<file path="config.mk">
export PLATFORM = sky130hd
export DESIGN_NAME = load_store_unit
export DESIGN_NICKNAME = d
export VERILOG_FILES = /design/src/rtl/load_store_unit.sv
export SDC_FILE = /design/constraint.sdc
export NUM_CORES = 1
export LEC_CHECK = 0
export BUFFER_PORTS_ARGS = -buffer_cell sky130_fd_sc_hd__buf_4
export CAP_MARGIN = 20
export CORE_UTILIZATION = 50
export CTS_BUF_LIST = sky130_fd_sc_hd__clkbuf_4 sky130_fd_sc_hd__clkbuf_8
export CTS_CLUSTER_SIZE = 16
export DETAILED_ROUTE_END_ITERATION = 12
export PLACE_DENSITY = 0.85
export SETUP_SLACK_MARGIN = 0.5
export SLEW_MARGIN = 20
export SYNTH_ARGS = -nofsm -noshare
export SYNTH_HDL_FRONTEND = slang
export SYNTH_SLANG_ARGS = --single-unit
</file>
<file path="constraint.sdc">
create_clock -name clk -period 9.87 [get_ports clk]
set_input_delay 1.4805 -clock clk [delete_from_list [all_inputs] [get_ports clk]]
set_output_delay 1.4805 -clock clk [all_outputs]
set_load 0.03 [all_outputs]
</file>
<file path="src/rtl/load_store_unit.sv">
// Memory-stage load/store unit: formats ALU addresses and store data for a
// variable-latency data port and returns extended load data or a fault.
module load_store_unit #(
    parameter int TIMEOUT_CYCLES = 16
) (
    input  logic        clk,
    input  logic        rst,
    input  logic        req_valid,
    output logic        req_ready,
    input  logic        req_we,
    input  logic [1:0]  req_size,
    input  logic        req_unsigned,
    input  logic [31:0] req_addr,
    input  logic [31:0] req_wdata,
    output logic        mem_req,
    output logic        mem_we,
    output logic [31:0] mem_addr,
    output logic [31:0] mem_wdata,
    output logic [3:0]  mem_wstrb,
    input  logic        mem_ack,
    input  logic [31:0] mem_rdata,
    output logic        resp_valid,
    output logic [31:0] resp_data,
    output logic        resp_fault,
    input  logic        resp_ready,
    output logic [1:0]  dbg_state
);
    // Handshakes: a transfer happens on a rising edge where valid & ready are
    // both high; valid and its payload stay stable until that edge.
    typedef enum logic [1:0] {
        S_IDLE = 2'd0,
        S_MEM  = 2'd1,
        S_RESP = 2'd2
    } state_t;

    localparam int CW = (TIMEOUT_CYCLES > 2) ? $clog2(TIMEOUT_CYCLES) : 1;
    localparam logic [CW-1:0] T_LAST = CW'(TIMEOUT_CYCLES - 1);

    state_t        state, state_nxt;
    logic [CW-1:0] cnt;
    logic [1:0]    cap_size;
    logic [1:0]    cap_lane;
    logic          cap_unsigned;
    logic          misaligned;
    logic [31:0]   wdata_fmt;
    logic [3:0]    wstrb_fmt;
    logic [7:0]    ld_byte;
    logic [15:0]   ld_half;
    logic [31:0]   load_ext;

    assign req_ready  = (state == S_IDLE) && !rst;
    assign mem_req    = (state == S_MEM);
    assign resp_valid = (state == S_RESP);
    assign dbg_state  = state;

    always_comb begin
        case (req_size)
            2'b00:   misaligned = 1'b0;
            2'b01:   misaligned = req_addr[0];
            2'b10:   misaligned = |req_addr[1:0];
            default: misaligned = 1'b1;
        endcase
    end

    always_comb begin
        case (req_size)
            2'b00: begin
                wdata_fmt = {4{req_wdata[7:0]}};
                wstrb_fmt = 4'b0001 << req_addr[1:0];
            end
            2'b01: begin
                wdata_fmt = {2{req_wdata[15:0]}};
                wstrb_fmt = req_addr[1] ? 4'b1100 : 4'b0011;
            end
            default: begin
                wdata_fmt = req_wdata;
                wstrb_fmt = 4'b1111;
            end
        endcase
    end

    always_comb begin
        ld_byte = mem_rdata[{cap_lane, 3'b000} +: 8];
        ld_half = cap_lane[1] ? mem_rdata[31:16] : mem_rdata[15:0];
        case (cap_size)
            2'b00:   load_ext = {{24{~cap_unsigned & ld_byte[7]}}, ld_byte};
            2'b01:   load_ext = {{16{~cap_unsigned & ld_half[15]}}, ld_half};
            default: load_ext = mem_rdata;
        endcase
    end

    always_ff @(posedge clk or posedge rst) begin
        if (rst) state <= S_IDLE;
        else     state <= state_nxt;
    end

    always_comb begin
        state_nxt = state;
        case (state)
            S_IDLE: if (req_valid) state_nxt = misaligned ? S_RESP : S_MEM;
            S_MEM:  if (mem_ack || cnt == T_LAST) state_nxt = S_RESP;
            S_RESP: if (resp_ready) state_nxt = S_IDLE;
            default: state_nxt = S_IDLE;
        endcase
    end

    always_ff @(posedge clk or posedge rst) begin
        if (rst) begin
            cnt          <= '0;
            cap_size     <= 2'b00;
            cap_lane     <= 2'b00;
            cap_unsigned <= 1'b0;
            mem_we       <= 1'b0;
            mem_addr     <= 32'h0;
            mem_wdata    <= 32'h0;
            mem_wstrb    <= 4'h0;
            resp_data    <= 32'h0;
            resp_fault   <= 1'b0;
        end else begin
            case (state)
                S_IDLE: if (req_valid) begin
                    cnt          <= '0;
                    cap_size     <= req_size;
                    cap_lane     <= req_addr[1:0];
                    cap_unsigned <= req_unsigned;
                    if (misaligned) begin
                        resp_data  <= 32'h0;
                        resp_fault <= 1'b1;
                    end else begin
                        mem_we    <= req_we;
                        mem_addr  <= {req_addr[31:2], 2'b00};
                        mem_wdata <= wdata_fmt;
                        mem_wstrb <= req_we ? wstrb_fmt : 4'b0000;
                    end
                end
                S_MEM: begin
                    // Ack takes priority over a timeout in the same cycle.
                    if (mem_ack) begin
                        resp_data  <= mem_we ? 32'h0 : load_ext;
                        resp_fault <= 1'b0;
                    end else if (cnt == T_LAST) begin
                        resp_data  <= 32'h0;
                        resp_fault <= 1'b1;
                    end else begin
                        cnt <= cnt + CW'(1);
                    end
                end
                default: ;
            endcase
        end
    end
endmodule

</file>
==> impl_metrics.tcl <==
set metrics [dict create \
    rows 36 \
    cts_made_buffers 9 \
    io_pins 212 \
    startpoint_type "input pin" \
    syn_to_final_growth_pct 34.6 \
    crit_required_ps 10120 \
    final-hold-violation-count 0 \
    outcome "finished, final reports clean" \
    root_buffer "clkbuf_8" \
    multi_input_area_um2 2170 \
    clock_skew_ps 10.4 \
    ys.flop_type "dfrtp_1" \
    synth_area_um2 5140 \
    power.leakage_nw 3.40 \
    seq_area_um2 2780 \
    yosysWarnings 0 \
    die_area_um2 10700 \
    p_sw_frac 0.444 \
    finalCritPeriodShare 0.384 \
    grt_util_met2 0.423 \
    async_reset_ff_frac 1.00 \
    hpwl_um 9990 \
    detail-route-antenna-nets 0 \
    worstSetupStartpoint "req_size[1]" \
    drive_gt1_frac 0.488 \
    total_power_mw 2.25 \
    wirelength_um 13400 \
    portBuffers 209 \
    p_int_mw 1.25 \
    critical_path.top_delay_family "buffers and inverters" \
    crit_slowest_cell "buf_4" \
    die-height_um 103 \
    fin_crit_ps 3790 \
    syn_avg_cell_area_um2 12.1 \
    clock-sinks 111 \
    avgViaCountPerCell 5.47 \
    postCtsHoldBufs 0 \
    crit_fanout 54 \
    synth_area_leader_cell "dfrtp_1" \
    insertedDiodeCount 0 \
    grtUsageMet1 0.302 \
    tightest_slew_ps 946 \
    top_usage_layer "met2" \
    crit_arrival_ps 4040 \
    timing.rr.start "dbg_state[1]" \
    wl_per_cell_um 17.7 \
    die_w_um 103 \
    initial_core_util 0.521 \
    detail_route.drc_violations 0 \
    core_area_um2 9860 \
    placed_area_um2 6740 \
    grt_pass1_wl_um 20500 \
    synthCells 426 \
    nNetsFinal 724 \
    min_from "resp_data[0]" \
    htree_levels 3 \
    drt_iter0_markers 127 \
    cts_tree "yes" \
    clock_path_buffers 2 \
    worstHoldPathType "register to register" \
    clk_pin_slew_ps 100 \
    cp_common_cell "buf_4" \
    fin_setup_tns_ps 0 \
    netSwitchingPower_mw 0.998 \
    yosysUniqueCellTypes 40 \
    p_comb_frac 0.524 \
    relSlewSlack 0.367 \
    gp_congestion 0.836 \
    maxCapViolations 0 \
    synthTopCellsByArea "dfrtp_1 54%, mux2_2 12%, o21ai_0 4.7%" \
    critical_path_class "input pin to register" \
    max_clock_freq_ghz 0.264 \
    first_global_vias 4169 \
    synth_common_cells "111 x dfrtp_1, 53 x mux2_2, 48 x o21ai_0" \
    clockPowerShare 0.113 \
    crit_path_end_kind "register" \
    ctsResizeCount 0 \
    fin_area_um2 6920 \
    vias 4133 \
    path_buf_inv 2 \
    powerDensity_nw_per_um2 325 \
    finalMaxSlewViolations 0 \
    track_usage 0.252 \
    timing.hold.ws_ps 503 \
    grt_util_met3 0.0833 \
    synth-edff-count 0 \
    cts_setup_buffers 0 \
    antenna_found_initial 0 \
    setup_viol 0 \
    fillers 747 \
    slowest_delay_ps 610 \
    grt_remaining_overflow 0 \
    peakVddDrop_mv 0.231 \
    seq_power_share 0.363 \
    ys_ff_latch 111 \
    path_cells "buf_4 > o21ai_0 > a21oi_2 > or2_2 > buf_4 > mux2_2" \
    synth.top_cell.area_share 0.540 \
    grt_max_degree 63 \
    grt_setup_unrepaired "no" \
    seq_area_frac_synth 0.540 \
    insertion_delay_ps 370 \
    drt-pass1-iter-count 4 \
    yosysMostFrequentCell "dfrtp_1" \
]
==> state kept, by name (all words and copies together), names as in the netlist, 2 cells and up <==
register   flops
cap_size       2
mem_wdata     32
mem_wstrb      4
mem_addr      30
resp_data     32
dbg_state      2
cap_lane       2
cnt            4
==> layout make-up <==
type,count,share of cell area
clock buffers,11,0.0210
flip-flops and latches,111,0.402
well taps,133,0.0241
clock inverters,5,0.00488
repair buffers,212,0.230
multi-input cells,277,0.314
inverters,7,0.00416
==> power groups by stage <==
stage	clock network [mW]	logic [mW]	registers [mW]
after detailed placement	0	1.19	0.819
final	0.253	1.18	0.815
after global routing	0.276	1.25	0.842
after CTS	0.260	1.19	0.815
after floorplan	0	0.400	1.15
after global placement	0	1.16	0.810
==> cells by family (layout without fill, tap and decap cells) <==
group,Yosys count,count (layout),synth area share
XOR/XNOR,2,2,0.00341
AND/OR/NAND/NOR,82,82,0.0806
buffers and inverters,39,235,0.0382
flip-flops,111,111,0.540
adder cells (fa/ha/maj),1,1,0.00243
other,1,2,0.000730
AO/OA/AOI/OAI,101,101,0.133
multiplexers,89,89,0.201
==> worst reg2reg max path, cell delays in order, from the launching register on <==
cell and delay, ps:
dfrtp_1 590, nor3_1 130, a21oi_2 540, or2_2 390, buf_4 610, mux2_2 460
==> path summary, 6_finish.rpt <==
path,to,slack (ps),cells after the start
min in group asynchronous,mem_wdata[0],1180,2
worst min-delay path,resp_data[0],500,1
max in group asynchronous,resp_data[5],7470,3
worst max-delay path,mem_addr[10],6080,6
worst min register to register,resp_data[0],500,1
worst max register to register,mem_addr[10],7040,5
==> through the flow <==
stage / instances / util / worst slack [ps]
2_1_floorplan: 427 / - / 5460
3_5_place_dp: 740 / 0.683 / 5720
4_1_cts: 756 / 0.701 / 6110
5_1_grt: 756 / 0.701 / 5890
3_3_place_gp: 740 / 0.683 / 5840
6_report: 756 / 0.701 / 6080
==> per-layer routing <==
layer,share of wire,up-vias
met5,0,-
met4,0.019,0
met3,0.098,19
met2,0.49,193
met1,0.39,2006
li1,-,1915
==> layout by cell type, fill, tap and decap left out, types with 12 or more instances in the layout <==
cell	instances
mux2i_1	22
dfrtp_1	111
o21ai_0	48
buf_4	212
nand2b_1	12
mux2_2	53
a221o_1	22
nand2_1	33
a21oi_1	14
mux2_4	13
No activity file was read; power rests on OpenSTA's default activity.
